===== src/rtl/add_pkg.sv =====
// Shared constants and types for the byte-serial adder controller and its datapath.
package add_pkg;

    localparam int BYTE_W = 8;

    typedef enum logic [1:0] {
        IDLE = 2'd0,
        RUN  = 2'd1,
        DONE = 2'd2
    } state_e;

    // Width of the byte index; never zero, so a single-byte build still has a usable register.
    function automatic int idx_width(input int nbytes);
        return (nbytes > 1) ? $clog2(nbytes) : 1;
    endfunction

endpackage


===== src/rtl/ripple_add.sv =====
// 8-bit ripple-carry adder used as the shared byte datapath.
module ripple_add
    import add_pkg::*;
(
    input  logic [BYTE_W-1:0] a,
    input  logic [BYTE_W-1:0] b,
    input  logic              cin,
    output logic [BYTE_W-1:0] sum,
    output logic              cout
);

    logic [BYTE_W:0] carry;

    always_comb begin
        sum      = '0;
        carry    = '0;
        carry[0] = cin;
        for (int i = 0; i < BYTE_W; i++) begin
            sum[i]       = a[i] ^ b[i] ^ carry[i];
            carry[i + 1] = (a[i] & b[i]) | (carry[i] & (a[i] ^ b[i]));
        end
        cout = carry[BYTE_W];
    end

endmodule


===== src/rtl/byte_serial_add_ctrl.sv =====
// Adds two NBYTES-wide operands one byte per cycle through a single ripple_add, LSB byte first.
// Optional macro SUBTRACT_EN adds an op_sub port that turns the operation into A-B.
module byte_serial_add_ctrl
    import add_pkg::*;
#(
    parameter int NBYTES = 4
) (
    input  logic                     clk,
    input  logic                     rst_n,
    input  logic                     in_valid,
    output logic                     in_ready,
    input  logic [BYTE_W*NBYTES-1:0] a,
    input  logic [BYTE_W*NBYTES-1:0] b,
    input  logic                     c_in,
`ifdef SUBTRACT_EN
    input  logic                     op_sub,
`endif
    output logic                     out_valid,
    input  logic                     out_ready,
    output logic [BYTE_W*NBYTES-1:0] sum,
    output logic                     c_out,
    output logic                     busy
);

    localparam int               IDX_W    = idx_width(NBYTES);
    localparam logic [IDX_W-1:0] LAST_IDX = IDX_W'(NBYTES - 1);

    state_e                        state_q, state_d;
    logic [IDX_W-1:0]              idx_q, idx_d;
    logic                          carry_q, carry_d;
    logic                          c_out_q, c_out_d;
    logic                          sub_q, sub_d;
    logic [NBYTES-1:0][BYTE_W-1:0] a_q, a_d;
    logic [NBYTES-1:0][BYTE_W-1:0] b_q, b_d;
    logic [NBYTES-1:0][BYTE_W-1:0] sum_q, sum_d;

    logic [BYTE_W-1:0] add_a, add_b, add_sum;
    logic              add_cout;

    // Subtraction is A + ~B + 1: B is inverted here, the +1 is the initial carry set at accept.
    assign add_a = a_q[idx_q];
    assign add_b = sub_q ? ~b_q[idx_q] : b_q[idx_q];

    ripple_add u_add (
        .a    (add_a),
        .b    (add_b),
        .cin  (carry_q),
        .sum  (add_sum),
        .cout (add_cout)
    );

    always_ff @(posedge clk or negedge rst_n) begin
        if (!rst_n) begin
            state_q <= IDLE;
            idx_q   <= '0;
            carry_q <= 1'b0;
            c_out_q <= 1'b0;
            sub_q   <= 1'b0;
            a_q     <= '0;
            b_q     <= '0;
            sum_q   <= '0;
        end else begin
            state_q <= state_d;
            idx_q   <= idx_d;
            carry_q <= carry_d;
            c_out_q <= c_out_d;
            sub_q   <= sub_d;
            a_q     <= a_d;
            b_q     <= b_d;
            sum_q   <= sum_d;
        end
    end

    always_comb begin
        state_d = state_q;
        idx_d   = idx_q;
        carry_d = carry_q;
        c_out_d = c_out_q;
        sub_d   = sub_q;
        a_d     = a_q;
        b_d     = b_q;
        sum_d   = sum_q;
        unique case (state_q)
            IDLE: begin
                if (in_valid) begin
                    a_d     = a;
                    b_d     = b;
                    idx_d   = '0;
`ifdef SUBTRACT_EN
                    sub_d   = op_sub;
                    carry_d = op_sub ? 1'b1 : c_in;
`else
                    carry_d = c_in;
`endif
                    state_d = RUN;
                end
            end
            RUN: begin
                sum_d[idx_q] = add_sum;
                carry_d      = add_cout;
                if (idx_q == LAST_IDX) begin
                    c_out_d = add_cout;
                    state_d = DONE;
                end else begin
                    idx_d = idx_q + IDX_W'(1);
                end
            end
            DONE: begin
                if (out_ready) begin
                    state_d = IDLE;
                end
            end
            default: state_d = IDLE;
        endcase
    end

    always_comb begin
        in_ready  = (state_q == IDLE);
        out_valid = (state_q == DONE);
        busy      = (state_q == RUN) || (state_q == DONE);
        sum       = sum_q;
        c_out     = c_out_q;
    end

endmodule


===== config.mk =====
export PLATFORM = sky130hd
export DESIGN_NAME = byte_serial_add_ctrl
export DESIGN_NICKNAME = d
export VERILOG_FILES = /design/src/rtl/add_pkg.sv /design/src/rtl/ripple_add.sv /design/src/rtl/byte_serial_add_ctrl.sv
export SDC_FILE = /design/constraint.sdc
export NUM_CORES = 1
export LEC_CHECK = 0
export CAP_MARGIN = 20
export CORE_ASPECT_RATIO = 1.5
export CORE_UTILIZATION = 46
export DETAILED_ROUTE_END_ITERATION = 8
export GPL_TIMING_DRIVEN = 1
export PLACE_DENSITY = 0.79
export SLEW_MARGIN = 25
export SYNTH_ARGS = -nofsm -noshare
export SYNTH_HDL_FRONTEND = slang
export SYNTH_SLANG_ARGS = --single-unit

===== constraint.sdc =====
create_clock -name clk -period 4.1 [get_ports clk]
set_input_delay 0.82 -clock clk [delete_from_list [all_inputs] [get_ports clk]]
set_output_delay 0.82 -clock clk [all_outputs]
set_load 0.05 [all_outputs]

# After elaboration in Yosys (flattened, before gate mapping)
# Index checks and enable logic that the tools add are counted.
# word_totals
regBits	102
latchBits	0
ramBits	0
mem_bits_ro	0
inputBits	69
out_inout_bits	36
elab_cells	91
mem_count	0
# op_classes
n_addsub	1
n_mul	0
div_mod_pow	0
magnitude_cmp	2
n_eq_ne	7
n_shift	0
muxes	16
bitwise_logic	40
n_reduce_logical	9
# op_table
operator	count
$bmux W8 S2	2
$bwmux W32	1
$mux W8	3
$and A1 B1 Y1	16
$demux W8 S2	1
$xor A1 B1 Y1	16
$mux W2	5
$or A1 B1 Y1	8
$ne A2 B2 Y1 const B	3
$pmux W2 S3	1
$reduce_and A2 Y1	3
$reduce_and A3 Y1	2
$eq A2 B2 Y1 const B	2
$pmux W2 S2	1
$lt A2 B3 Y1 const B	1
$add A2 B1 Y2 const B	1
$eq A2 B1 Y1 const B	1
$ge A2 B1 Y1 const B	1
$logic_not A2 Y1	1
$ne A2 B1 Y1 const B	1
$pmux W1 S2	1
$reduce_bool A2 Y1	1
$logic_and A1 B1 Y1	1
$logic_or A1 B1 Y1	1
$mux W1	1

# Longest topological paths before layout
# depth
depth_word	20
mapped_depth	16
ltp_nobuf	14

# Modules after synthesis
# From an unflattened synthesis, not the netlist that was laid out.
# hier_totals
hier_cells	285
area_unflattened_um2	4608.2
# modules_own_cells
mod	instances	cells_each	area_each_um2	seq_area_each_um2
byte_serial_add_ctrl	1	267	4410.5	2552.4
ripple_add	1	18	197.7	0.0

# Worst setup path before layout
# Ideal clock, no wire load.
# synth_path
path_kind	register to register
from	register idx_q[0]
to	register sum_q, in the netlist sum[15]
setup_time_ns	0.085
arrival_ns	4.385
required_ns	4.015
slack_ns	-0.369
path_stages_with_launch	16
n_path_buf	2
synth_period_minus_slack_ns	4.469
cell_sequence	dfrtp_1 > buf_6 > buf_6 > mux4_1 > fa_1 > inv_1 > fa_1 > inv_1 > fa_1 > fa_1 > fa_1 > fa_1 > fa_1 > inv_1 > fa_1 > o21ai_0
# synth_via
elab_chain_cells	19
elab_cells_between_ends	40
classes_between	order compare: 2; mux: 7; bitwise: 30; reduce/logical: 1
# synth_lines
item	line	rtl
start, declared	byte_serial_add_ctrl.sv:29	logic [IDX_W-1:0] idx_q, idx_d;
start signal, assigned	byte_serial_add_ctrl.sv:64	idx_q <= idx_d;
$bmux W8 S2, on equally long branches	byte_serial_add_ctrl.sv:41, byte_serial_add_ctrl.sv:42	
$mux W8, on equally long branches	byte_serial_add_ctrl.sv:41, byte_serial_add_ctrl.sv:42	
$xor A1 B1 Y1	ripple_add.sv:20	carry[i + 1] = (a[i] & b[i]) | (carry[i] & (a[i] ^ b[i]));
$and A1 B1 Y1	ripple_add.sv:20	
$or A1 B1 Y1	ripple_add.sv:20	
$and A1 B1 Y1	ripple_add.sv:20	
$or A1 B1 Y1	ripple_add.sv:20	
$and A1 B1 Y1	ripple_add.sv:20	
[... 3 more ...]	--	
$and A1 B1 Y1	ripple_add.sv:20	
$or A1 B1 Y1	ripple_add.sv:20	
$and A1 B1 Y1	ripple_add.sv:20	
$or A1 B1 Y1	ripple_add.sv:20	
$and A1 B1 Y1	ripple_add.sv:20	
$or A1 B1 Y1	ripple_add.sv:20	
$xor A1 B1 Y1	ripple_add.sv:19	sum[i] = a[i] ^ b[i] ^ carry[i];
$bwmux W32 (*)	byte_serial_add_ctrl.sv:99	sum_d[idx_q] = add_sum;
end signal, assigned	byte_serial_add_ctrl.sv:70	sum_q <= sum_d;
end, declared	byte_serial_add_ctrl.sv:35	logic [NBYTES-1:0][BYTE_W-1:0] sum_q, sum_d;
# Mark *: on every way between the ends. The rest lies on a longest branch, timed or not. The select of a mux whose other input is x is not followed.
# A chain may end at the register's enable or synchronous reset.

# Worst setup path after layout
# layout_path
from	register idx_q[0]
to	register sum_q, in the netlist sum[7]
# Same word-level chain as after synthesis.

==> metrics.md <==
| Metric | Value |
|---|---|
| Outcome | `finished with violations` |
| Failing checks | `design-rule violations` |
| Ratio of cells with drive above 1 in the final layout | `0.341` |
| Number of max-slew violations in the final report | `0` |
| Worst path arrival time | `4.36 ns` |
| Total global-route track usage | `0.189` |
| Starting density of the core | `0.471` |
| Setup violation total in the final timing report | `0` |
| Antenna Cells | `0` |
| Vias in the first global route | `2960` |
| Final weighted congestion in routability-driven placement | `0.772` |
| Number of ports placed on the die boundary | `105` |
| Portion of total power attributed to sequential cells | `0.293` |
| RR Endpoint | `sum[7]` |
| Clock Tree Buf Depth | `2` |
| Avg Cell Area, Syn | `16.4 µm²` |
| Post-DP Area | `0.00588 mm²` |
| Largest area contributor in the netlist | `dfrtp_1` |
| Worst reg2reg path startpoint | `idx_q[0]` |
| Pin count of the biggest net entering global routing | `87` |
| Slew @ Worst Pin | `0.762 ns` |
| Number of max-cap violations | `0` |
| Total number of H-tree levels | `3` |
| Floorplan die area | `0.0107 mm²` |
| Internal power summed over all cells | `3.79 mW` |
| Total of fill cells in the finished design | `759` |
| Hold path startpoint | `sum[1]` |
| Critical path cell sequence | `mux4_2 -> fa_2 -> inv_2 -> fa_1 -> inv_1 -> fa_2 -> fa_2 -> fa_2 -> fa_2 -> fa_2 -> inv_2 -> fa_2 -> o21ai_2` |
| Static leakage power | `2.75 nW` |
| Post-Synthesis Cells | `290` |
| First-pass detailed-route iteration total | `8` |
| Design area | `0.00621 mm²` |
| Dominant cells by area after synthesis | `dfrtp_1 54%, mux2_4 15%, mux2_2 9.5%, mux4_2 6.2%, fa_1 3.4%` |
| Maximum resistive drop on vdd | `0.330 mV` |
| Placed wire-length estimate after detailed placement | `6.74 mm` |
| Initial antenna violation count | `0` |
| Detail-routed net length per standard cell | `17.6 µm` |
| Combinational Power Share | `0.567` |
| Area fraction of the dominant cell type after synthesis | `0.537` |
| Switching component of the power | `2.43 mW` |
| Min cycle time layout | `4.10 ns` |
| Library cell appearing most often on the critical path | `fa_2` |
| Critical path capture point type | `register` |
| Count of warnings emitted by yosys | `0` |
| Routed via count divided by cell count | `5.24` |
| Top achievable clock speed | `244 MHz` |
| GRT Residual Overflow | `0` |
| Wire length of the first global-routing pass | `15.3 mm` |
| R2R cell count | `13` |
| Total number of clock tree sinks | `102` |
| Number of DRC violations after detailed routing | `8` |
| Number of nets at the end of the flow | `481` |
| Clock group share of total power | `0.140` |
| Final worst hold slack | `0.486 ns` |
| Later-pin clock latency in the skew report | `0.34 ns` |
| Hold Crit Endpoint | `sum[1]` |
| Slack of the worst reg-to-reg path | `0.002 ns` |
| Hold Vio Cnt, Final | `0` |
| Final TNS setup | `0 ns` |
| Post-synthesis instance area | `0.00475 mm²` |
| Net switching share of the total power | `0.391` |
| Worst slew margin relative to its limit | `0.492` |
| Overall via count from detail_route | `2721` |
| Site Rows | `45` |
| Worst setup path class | `register to register` |
| Worst endpoint required time | `4.36 ns` |
| Die height | `126 µm` |
| TritonCTS buffer count | `9` |
| ANT nets after route | `0` |
| Number of cells on the worst hold path | `2` |
| Core Box Area | `0.0101 mm²` |
| Overall routed net length | `9.12 mm` |
| Standard cell with the maximum stage delay on the critical path | `mux4_2` |
| Type of element launching the critical path | `register` |
| Root cell of the clock tree | `clkbuf_16` |
| Number of unique standard cell types used by synthesis | `28` |
| Post-route clock period utilization | `1.00` |
| Tot Pwr | `6.22 mW` |
| Die X | `85.0 µm` |
| Worst hold-check path type | `register to register` |
| Yosys reg bits | `102` |
| Delay of the slowest cell on the worst path | `0.53 ns` |
| Final Util | `0.617` |
| Port Buf Inserts | `104` |
| Power Density | `1000 mW/mm²` |
| Maximum clock skew at final layout | `0.00925 ns` |
| Setup repair after global routing missed its margin | `yes` |
| Register area share after synthesis | `0.537` |
| CTS Hold Buffers Added | `0` |
| Clock-pin transition on the worst setup and hold timing paths | `0.07 ns` |
| Post-synthesis to final-layout area growth | `30.8%` |
| Detailed Route Iter0 Violations | `93` |
| Syn Nets | `374` |
| Largest fanout of any net on the critical path | `4` |
| TritonCTS clock tree | `yes` |
cells in the mapped netlist:
cell type  instances
dfrtp_1          102
mux2_4            49
mux2_2            40
nand2_1           14
mux4_2            13
inv_1             12
o21ai_0           11
fa_1               8
buf_6              7
ha_1               7
a31oi_1            3
buf_2              3
mux4_1             3
clkbuf_1           2
nand2b_1           2
o211ai_1           2
a211oi_1           1
and3_1             1
and3b_1            1
buf_8              1
mux2i_1            1
nand3_1            1
nand3b_1           1
nor2_1             1
nor2b_1            1
nor3b_1            1
nor4b_1            1
o22ai_1            1
cell type report:
class	count	area, µm²	share of cell area
Inverter	12	45.0	0.00725
Clock buffer	12	256	0.0413
Sequential cell	102	2550	0.411
Multi-Input combinational cell	163	2070	0.334
Tap cell	117	146	0.0236
Timing Repair Buffer	109	1080	0.174
Clock inverter	4	55.1	0.00886
cell usage in the layout (no fill, tap or decap):
| cell type | n |
|---|---|
| mux4_1 | 2 |
| nor3b_1 | 1 |
| mux2_4 | 49 |
| o21ai_0 | 7 |
| inv_2 | 2 |
| nor2b_1 | 1 |
| nor2_1 | 1 |
| dfrtp_2 | 1 |
| ha_1 | 7 |
| clkbuf_8 | 2 |
| and3_1 | 1 |
| buf_6 | 2 |
| mux2i_1 | 1 |
| clkbuf_16 | 9 |
| mux2_2 | 40 |
| mux4_2 | 14 |
| clkdlybuf4s50_1 | 103 |
| fa_1 | 1 |
| clkinv_4 | 2 |
| dfrtp_1 | 101 |
| inv_1 | 10 |
| o21ai_1 | 2 |
| bufinv_16 | 1 |
| a31oi_1 | 3 |
| o22ai_1 | 1 |
| buf_4 | 4 |
| nand2_1 | 13 |
| nand2b_1 | 2 |
| a211oi_1 | 1 |
| and3b_1 | 1 |
| fa_2 | 7 |
| nand3_1 | 1 |
| o211ai_1 | 2 |
| clkbuf_1 | 1 |
| nor4b_1 | 1 |
| nand3b_1 | 1 |
| clkinvlp_4 | 1 |
| o21ai_2 | 2 |
| nand2_8 | 1 |
power groups by stage:
stage | Sequential [mW] | Clock, mW | Combinational (mW)
global placement | 1.82 | 0 | 3.44
CTS | 1.83 | 0.891 | 3.55
global route | 1.89 | 0.928 | 3.82
finish | 1.82 | 0.869 | 3.53
floorplan | 2.31 | 0 | 2.08
detailed placement | 1.84 | 0 | 3.53
worst max-delay path by stage:
stage | from | to | slack (ns) | depth (start not counted)
after floorplan | idx_q[0] | sum[15] | -0.12 | 15
after global placement | idx_q[0] | sum[23] | 0.03 | 13
after detailed placement | idx_q[0] | sum[7] | -0.09 | 13
after CTS | idx_q[0] | sum[7] | -0.06 | 13
after global routing | idx_q[0] | sum[7] | -0.15 | 13
final | idx_q[0] | sum[7] | 0.002 | 13
what timing repair did:
item,CTS,global route
setup endpoints to repair,4,5
endpoints found under the hold margin,0,0
pin swaps,3,5
buffers inserted,0,0
resized for setup,2,3
per-layer routing:
layer,share of wire,up-vias,track usage
li1,-,1262,-
met1,0.42,1365,0.238
met2,0.53,81,0.315
met3,0.035,13,0.0286
met4,0.020,0,0.0997
met5,0,-,0
kinds of logic (layout without fill, tap and decap cells):
kind of cell | count (synthesis) | in the layout | share of synthesized area
mux | 106 | 106 | 0.330
flops | 102 | 102 | 0.537
buf+inv | 25 | 137 | 0.0340
simple gates | 24 | 24 | 0.0250
compound gates | 18 | 18 | 0.0216
fa+ha+maj | 15 | 15 | 0.0521
sequential cells by signal (all words and copies together) (netlist names):
name / flops
idx_q: 2
b_q: 32
sum: 32
c_out: 1
carry_q: 1
state_q: 2
a_q: 32
worst max-delay path: cells and delay by family (launching register included):
kind / cells / cell delay, ns
DFF: 1 / 0.41
adders and majority gates: 8 / 2.74
muxes: 1 / 0.53
AOI/OAI and AO/OA: 1 / 0.16
buffers and inverters: 3 / 0.17
metrics by stage:
stage	cells	setup slack, ns
after detailed placement	503	-0.0869
after floorplan	290	-0.122
after global routing	519	-0.150
final	519	0.00164
after global placement	503	0.0272
after CTS	519	-0.0644
No activity file was read; power rests on OpenSTA's default activity.
